===== src/rtl/sipo_deser.sv =====
// Serial-in parallel-out deserializer: assembles WIDTH-bit words from a qualified
// bit stream and offers them through a one-word valid/ready holding register.
module sipo_deser #(
    parameter int WIDTH     = 4,
    parameter bit MSB_FIRST = 1'b1
) (
    input  logic                       clk_i,
    input  logic                       rst_n_i,
    input  logic                       ser_valid_i,
    input  logic                       ser_data_i,
    input  logic                       ready_i,
    input  logic                       clear_i,
    output logic [WIDTH-1:0]           data_o,
    output logic                       valid_o,
    output logic                       overrun_o,
    output logic                       abort_o,
    output logic [$clog2(WIDTH+1)-1:0] bit_cnt_o
);

    localparam int CW = $clog2(WIDTH + 1);
    localparam logic [CW-1:0] LAST_CNT = CW'(WIDTH - 1);

    typedef enum logic {IDLE, SHIFT} state_t;

    state_t           state_q, state_d;
    logic [WIDTH-1:0] shift_q, shift_d;
    logic             capture, complete, abort_set;

    always_ff @(posedge clk_i or negedge rst_n_i) begin
        if (!rst_n_i) state_q <= IDLE;
        else          state_q <= state_d;
    end

    always_comb begin
        state_d = state_q;
        case (state_q)
            IDLE:    if (ser_valid_i) state_d = SHIFT;
            SHIFT:   if (!ser_valid_i) state_d = IDLE;
            default: state_d = IDLE;
        endcase
    end

    // The count is always 0 in IDLE, so the same completion test serves both states.
    always_comb begin
        capture   = ser_valid_i;
        complete  = ser_valid_i && (bit_cnt_o == LAST_CNT);
        abort_set = (state_q == SHIFT) && !ser_valid_i && (bit_cnt_o != '0);
        if (MSB_FIRST) shift_d = {shift_q[WIDTH-2:0], ser_data_i};
        else           shift_d = {ser_data_i, shift_q[WIDTH-1:1]};
    end

    always_ff @(posedge clk_i or negedge rst_n_i) begin
        if (!rst_n_i) begin
            shift_q   <= '0;
            bit_cnt_o <= '0;
            abort_o   <= 1'b0;
        end else begin
            abort_o <= abort_set;
            if (abort_set) begin
                shift_q   <= '0;
                bit_cnt_o <= '0;
            end else if (capture) begin
                shift_q   <= shift_d;
                bit_cnt_o <= complete ? '0 : bit_cnt_o + 1'b1;
            end
        end
    end

    // A word completing while the held word is being popped replaces it without overrun.
    always_ff @(posedge clk_i or negedge rst_n_i) begin
        if (!rst_n_i) begin
            data_o    <= '0;
            valid_o   <= 1'b0;
            overrun_o <= 1'b0;
        end else begin
            if (complete && (!valid_o || ready_i)) begin
                data_o  <= shift_d;
                valid_o <= 1'b1;
            end else if (valid_o && ready_i) begin
                valid_o <= 1'b0;
            end
            if (complete && valid_o && !ready_i) overrun_o <= 1'b1;
            else if (clear_i)                    overrun_o <= 1'b0;
        end
    end

endmodule


===== config.mk =====
export PLATFORM = sky130hd
export DESIGN_NAME = sipo_deser
export DESIGN_NICKNAME = d
export VERILOG_FILES = /design/src/rtl/sipo_deser.sv
export SDC_FILE = /design/constraint.sdc
export NUM_CORES = 1
export LEC_CHECK = 0
export CORE_MARGIN = 10
export CORE_UTILIZATION = 31
export DETAILED_ROUTE_END_ITERATION = 8
export SLEW_MARGIN = 10
export SYNTH_ARGS = -nofsm -noshare
export SYNTH_HDL_FRONTEND = slang
export SYNTH_SLANG_ARGS = --single-unit

===== constraint.sdc =====
create_clock -name clk_i -period 1.5 [get_ports clk_i]
set_input_delay 0.375 -clock clk_i [delete_from_list [all_inputs] [get_ports clk_i]]
set_output_delay 0.375 -clock clk_i [all_outputs]
set_load 0.05 [all_outputs]

==> flow_summary.json, run 1 <==
{
  "status": "finished, final reports clean",
  "start_util_pct": 33.1,
  "path_class": "in -> reg",
  "coreArea_um2": 1760,
  "crit_slowest_cell": "clkdlybuf4s50_1",
  "cp-start-kind": "input pin",
  "rows": 15,
  "cts.sinks": 14,
  "avgSynthCellArea_um2": 12.4,
  "syn_nets": 55,
  "rsz0062_at_grt": "false",
  "htree_levels": 1,
  "p_per_area_nw_per_um2": 1820,
  "numPortBuffers": 15,
  "die_x_um": 63.4,
  "synth_cell_types": 15,
  "required_ns": 1.66,
  "netlist_area_um2": 584,
  "syn2layout_area_growth_pct": 61.7,
  "worst_pin_slew_ns": 0.263,
  "ys_ff_latch": 14,
  "synth_top_area_cell": "dfrtp_1",
  "path_clk_slew_ns": 0.09,
  "vias": 420,
  "finalSetupViolCount": 0,
  "fin_nets": 80,
  "cts_setup_buffers": 0,
  "final.period_utilization_pct": 91.6,
  "cts_inserted_buffers": 3,
  "cp_max_fo": 6,
  "final_cell_mix": "12 x dfrtp_1, 10 x buf_12, 6 x nand2_1, 6 x buf_4",
  "gp_congestion": 0.750,
  "finalCriticalPeriod_ns": 1.37,
  "hold_slack_ns": 0.402,
  "cpPeakStageDelay_ns": 0.46,
  "clk_latency_ns": 0.28,
  "wl_per_cell_um": 12.1,
  "cts_buffer_depth": 2,
  "grt_pass1_vias": 469,
  "cts_root_buffer": "clkbuf_4",
  "die-area_um2": 4020,
  "postRouteAntennaNets": 0,
  "die_h_um": 63.4,
  "yosysWarnings": 0,
  "cp_cell_sequence": "clkdlybuf4s50_1 > buf_4 > nand2b_1 > a21oi_2 > o21ai_0",
  "max_freq_ghz": 0.728,
  "grtUsageTotal_pct": 6.34,
  "critPathCaptureType": "flip-flop",
  "routed_wl_um": 1160,
  "peakVddDrop_v": 0.00104,
  "hp-class": "in -> async",
  "pin_count": 16,
  "p_total_w": 0.00171,
  "crit_family": "buffers and inverters",
  "grt_pass1_wl_um": 2070,
  "drive_gt1_share_pct": 40.8,
  "cts_tree": "done",
  "grt_max_degree": 15,
  "final_common_cell": "dfrtp_1",
  "worst-path-buf-inv": 2,
  "diodes": 0,
  "cts_hold_repair.buffers": 0,
  "drc_errors": 0,
  "postSynthCellCount": 47,
  "drv_slew": 0,
  "slew_headroom_pct": 82.5,
  "critical_path_arrival_ns": 1.53,
  "firstDrtPassIters": 2,
  "synth.area.top_cells": "dfrtp_1 60%, mux2_2 7.7%, nand2b_1 5.4%",
  "dr.first_iter.drc_count": 15,
  "hpwl_um": 899,
  "finalHoldViolations": 0,
  "viasPerCell": 4.38,
  "fin_skew_ns": 0.00217,
  "yosysSeqAreaShare_pct": 60.0,
  "drv_cap": 0,
  "p_leak_nw": 0.448,
  "grt_overflow": 0,
  "antenna_found_initial": 0,
  "setup_tns_ns": 0,
  "cts_resized": 0,
  "yosysTopAreaCellShare_pct": 60.0
}
-- logic make-up after synthesis --
logic type               count (synthesis)  synth area share (%)
AND/OR/NAND/NOR                         15                  16.9
flip-flops                              14                  60.0
buffers and inverters                    5                  3.42
AO/OA/AOI/OAI                            7                  7.71
multiplexers                             4                  7.71
adder cells (fa/ha/maj)                  2                  4.28
-- synth_stat cells --
library cell and number:
o31ai_1 2, nand2_1 6, mux2_2 4, buf_2 1, a21oi_2 1, dfrtp_1 14
ha_1 2, nand3b_4 1, and3_1 1, o21ai_0 3, inv_1 4, nand3_1 1
nor2b_4 1, o22ai_1 1, nand2b_1 5
-- layer usage --
layer	GRT usage [%]	part of all wire (%)
met1	6.86	47
met5	0	0
met3	3.89	9.1
met4	3.28	0
met2	9.42	44
-- power breakdown --
part	internal [W]	switching [W]
combinational	0.000436	0.000433
clock	0.000148	0.000124
sequential	0.000476	0.0000983
-- sequential cells by signal (all words and copies together), names as in the netlist --
name,flops
abort_o,1
state_q,1
overrun_o,1
bit_cnt_o,3
data_o,4
valid_o,1
shift_q,3
-- path summary, 6_finish.rpt --
| kind | start | to | slack, ns | depth (start not counted) |
|---|---|---|---|---|
| min in group clk_i | shift_q[2] | data_o[3] | 0.51 | 1 |
| hold reg to reg | shift_q[2] | data_o[3] | 0.51 | 1 |
| setup / recovery | ser_valid_i | shift_q[0] | 0.13 | 5 |
| max in group asynchronous | rst_n_i | bit_cnt_o[1] | 0.92 | 2 |
| hold / removal | rst_n_i | bit_cnt_o[2] | 0.40 | 2 |
| setup reg to reg | bit_cnt_o[1] | data_o[1] | 0.13 | 4 |
-- stage by stage --
| stage | std cells | setup slack, ns | area, um2 | utilization (%) |
|---|---|---|---|---|
| after floorplan | 47 | 0.0208 | 587 | - |
| after global placement | 92 | -0.153 | 908 | 51.5 |
| after detailed placement | 92 | -0.182 | 908 | 51.5 |
| after CTS | 96 | 0.124 | 945 | 53.5 |
| after global routing | 96 | 0.0591 | 945 | 53.5 |
| final | 96 | 0.127 | 945 | 53.5 |
-- area by class of cell --
class	count	area, um2
fillers	159	820
inverters	4	15.0
repair buffers	21	295
multi-input cells	28	214
well taps	25	31.3
flip-flops and latches	14	353
clock buffers	4	36.3
No activity file was read; power rests on OpenSTA's default activity.
==> run 2, diff against run 1 <==
--- a/config.mk
+++ b/config.mk
@@ -5,8 +5,9 @@
 export SDC_FILE = /design/constraint.sdc
 export NUM_CORES = 1
 export LEC_CHECK = 0
-export CORE_MARGIN = 10
+export CORE_MARGIN = 3
 export CORE_UTILIZATION = 31
+export CTS_CLUSTER_DIAMETER = 100
 export DETAILED_ROUTE_END_ITERATION = 8
 export SLEW_MARGIN = 10
 export SYNTH_ARGS = -nofsm -noshare
==> flow_summary.json, run 2 (same netlist as run 1, synthesis figures left out) <==
{
  "swShare_pct": 37.8,
  "die_x_um": 49.4,
  "crit_family": "buffers and inverters",
  "diodes": 0,
  "drv_cap": 0,
  "hpwl_um": 754,
  "top_regs": "data_o: 4 flops, bit_cnt_o: 3 flops, shift_q: 3 flops",
  "viasPerCell": 4.30,
  "fin_nets": 80,
  "power_frac_comb_pct": 50.5,
  "cpPeakStageDelay_ns": 0.46,
  "syn2layout_area_growth_pct": 61.7,
  "wl_per_cell_um": 10.2,
  "firstDrtPassIters": 3,
  "worst_pin_slew_ns": 0.253,
  "final_cell_mix": "12 x dfrtp_1, 10 x buf_12, 6 x nand2_1, 6 x buf_4",
  "cts_setup_buffers": 0,
  "fin_skew_ns": 0.00113,
  "critPathCaptureType": "flip-flop",
  "p_clk_share_pct": 15.7,
  "required_ns": 1.66,
  "grt_max_degree": 15,
  "place_ws_ns": -0.166,
  "htree_levels": 1,
  "cts.sinks": 14,
  "pin_count": 16,
  "dr.first_iter.drc_count": 4,
  "gp_congestion": 0.775,
  "critical_path_arrival_ns": 1.51,
  "finalCriticalPeriod_ns": 1.36,
  "vias": 413,
  "finalSetupViolCount": 0,
  "cts_hold_repair.buffers": 0,
  "setup_slack_ns": 0.142,
  "peakVddDrop_v": 0.00141,
  "crit_slowest_cell": "clkdlybuf4s50_1",
  "rsz0062_at_grt": "false",
  "grt_pass1_wl_um": 1760,
  "drive_gt1_share_pct": 40.8,
  "status": "finished, final reports clean",
  "p_leak_nw": 0.448,
  "hp-class": "in -> async",
  "final_common_cell": "dfrtp_1",
  "start_util_pct": 33.5,
  "cp-start-kind": "input pin",
  "final.period_utilization_pct": 90.5,
  "antenna_found_initial": 0,
  "postRouteAntennaNets": 0,
  "cts_root_buffer": "clkbuf_4",
  "p_per_area_nw_per_um2": 1800,
  "cp_max_fo": 6,
  "p_int_w": 0.00106,
  "coreArea_um2": 1750,
  "finalHoldViolations": 0,
  "largest-register": "data_o",
  "die_h_um": 49.4,
  "slew_headroom_pct": 83.1,
  "path_clk_slew_ns": 0.08,
  "drv_slew": 0,
  "hold_slack_ns": 0.401,
  "cts_resized": 0,
  "rows": 15,
  "worst-path-buf-inv": 2,
  "numPortBuffers": 15,
  "grt_overflow": 0,
  "cp_cell_sequence": "clkdlybuf4s50_1 > buf_4 > nand2b_1 > a21oi_2 > o21ai_0",
  "grt_pass1_vias": 411,
  "routed_wl_um": 978,
  "grtUsageTotal_pct": 9.35,
  "path_class": "in -> reg",
  "clk_latency_ns": 0.28,
  "drc_errors": 0,
  "power_frac_seq_pct": 33.8,
  "p_sw_w": 0.000643,
  "die-area_um2": 2440,
  "max_freq_ghz": 0.736,
  "largest_reg_flops": 4,
  "cts_inserted_buffers": 3,
  "cts_tree": "done",
  "cts_buffer_depth": 2
}
[run 2: cell counts in the layout (fill, tap and decap cells not counted)]
Identical to the previous run, type by type.
[run 2: layout make-up]
| cell class | count | area [um2] |
|---|---|---|
| fill | 163 | 801 |
| timing repair buffer | 21 | 295 |
| inverter | 4 | 15.0 |
| tap | 25 | 31.3 |
| multi-input combinational | 28 | 214 |
| clock buffer | 4 | 36.3 |
| sequential | 14 | 353 |
[run 2: worst paths after layout]
kind,from,endpoint,slack [ns],cells after the start
max in group asynchronous,rst_n_i,bit_cnt_o[1],0.92,2
min,rst_n_i,bit_cnt_o[0],0.40,2
min reg2reg,shift_q[2],data_o[3],0.51,1
min in group clk_i,shift_q[2],data_o[3],0.51,1
max reg2reg,bit_cnt_o[0],data_o[2],0.15,4
max,ser_valid_i,shift_q[1],0.14,5
[run 2: worst reg2reg max path, delay by kind of cell (launching register included)]
kind | cells | cell delay [ns]
flip-flops | 1 | 0.40
adder cells (fa/ha/maj) | 1 | 0.23
multiplexers | 1 | 0.35
AND/OR/NAND/NOR | 2 | 0.26
[run 2: per-layer routing]
| metal | wire length [um] | vias up | track usage [%] |
|---|---|---|---|
| met4 | 19 | 0 | 5.53 |
| met2 | 472 | 13 | 14.3 |
| li1 | - | 205 | - |
| met5 | 0 | - | 0 |
| met3 | 68 | 2 | 2.75 |
| met1 | 416 | 193 | 11.6 |
[run 2: power groups by stage]
stage	sequential [W]	combinational, W	clock, W
2_1_floorplan	0.000825	0.000159	0
3_3_place_gp	0.000584	0.000862	0
3_5_place_dp	0.000586	0.000868	0
4_1_cts	0.000578	0.000870	0.000281
5_1_grt	0.000591	0.000899	0.000288
6_report	0.000575	0.000860	0.000267
[run 2: per-stage QoR]
| stage | power [W] | area, um2 | setup TNS, ns | utilization, % | instances |
|---|---|---|---|---|---|
| 2_1_floorplan | 0.000984 | 587 | 0 | - | 47 |
| 4_1_cts | 0.00173 | 945 | 0 | 54.1 | 96 |
| 3_5_place_dp | 0.00145 | 908 | -1.39 | 52.0 | 92 |
| 5_1_grt | 0.00178 | 945 | 0 | 54.1 | 96 |
| 6_report | 0.00170 | 945 | 0 | 54.1 | 96 |
| 3_3_place_gp | 0.00145 | 908 | -1.45 | 52.0 | 92 |
==> run 3, diff against run 2 <==
--- a/config.mk
+++ b/config.mk
@@ -9,6 +9,7 @@
 export CORE_UTILIZATION = 31
 export CTS_CLUSTER_DIAMETER = 100
 export DETAILED_ROUTE_END_ITERATION = 8
+export SKIP_CTS_REPAIR_TIMING = 1
 export SLEW_MARGIN = 10
 export SYNTH_ARGS = -nofsm -noshare
 export SYNTH_HDL_FRONTEND = slang
==> constraint.sdc (replaced) <==
create_clock -name clk_i -period 1.6 [get_ports clk_i]
set_input_delay 0.4 -clock clk_i [delete_from_list [all_inputs] [get_ports clk_i]]
set_output_delay 0.4 -clock clk_i [all_outputs]
set_load 0.05 [all_outputs]
==> results of run 3 <==
The final DEF is identical to that of run 2. Status: finished, final reports clean.
Among the figures that moved: setup slack after placement -0.166 ns -> -0.0907 ns; setup slack after layout 0.142 ns -> 0.217 ns; hold slack 0.401 ns -> 0.426 ns; register-to-register setup slack 0.15 ns -> 0.25 ns; total power 0.00170 W -> 0.00160 W; worst IR drop on VDD 0.00141 V -> 0.00132 V
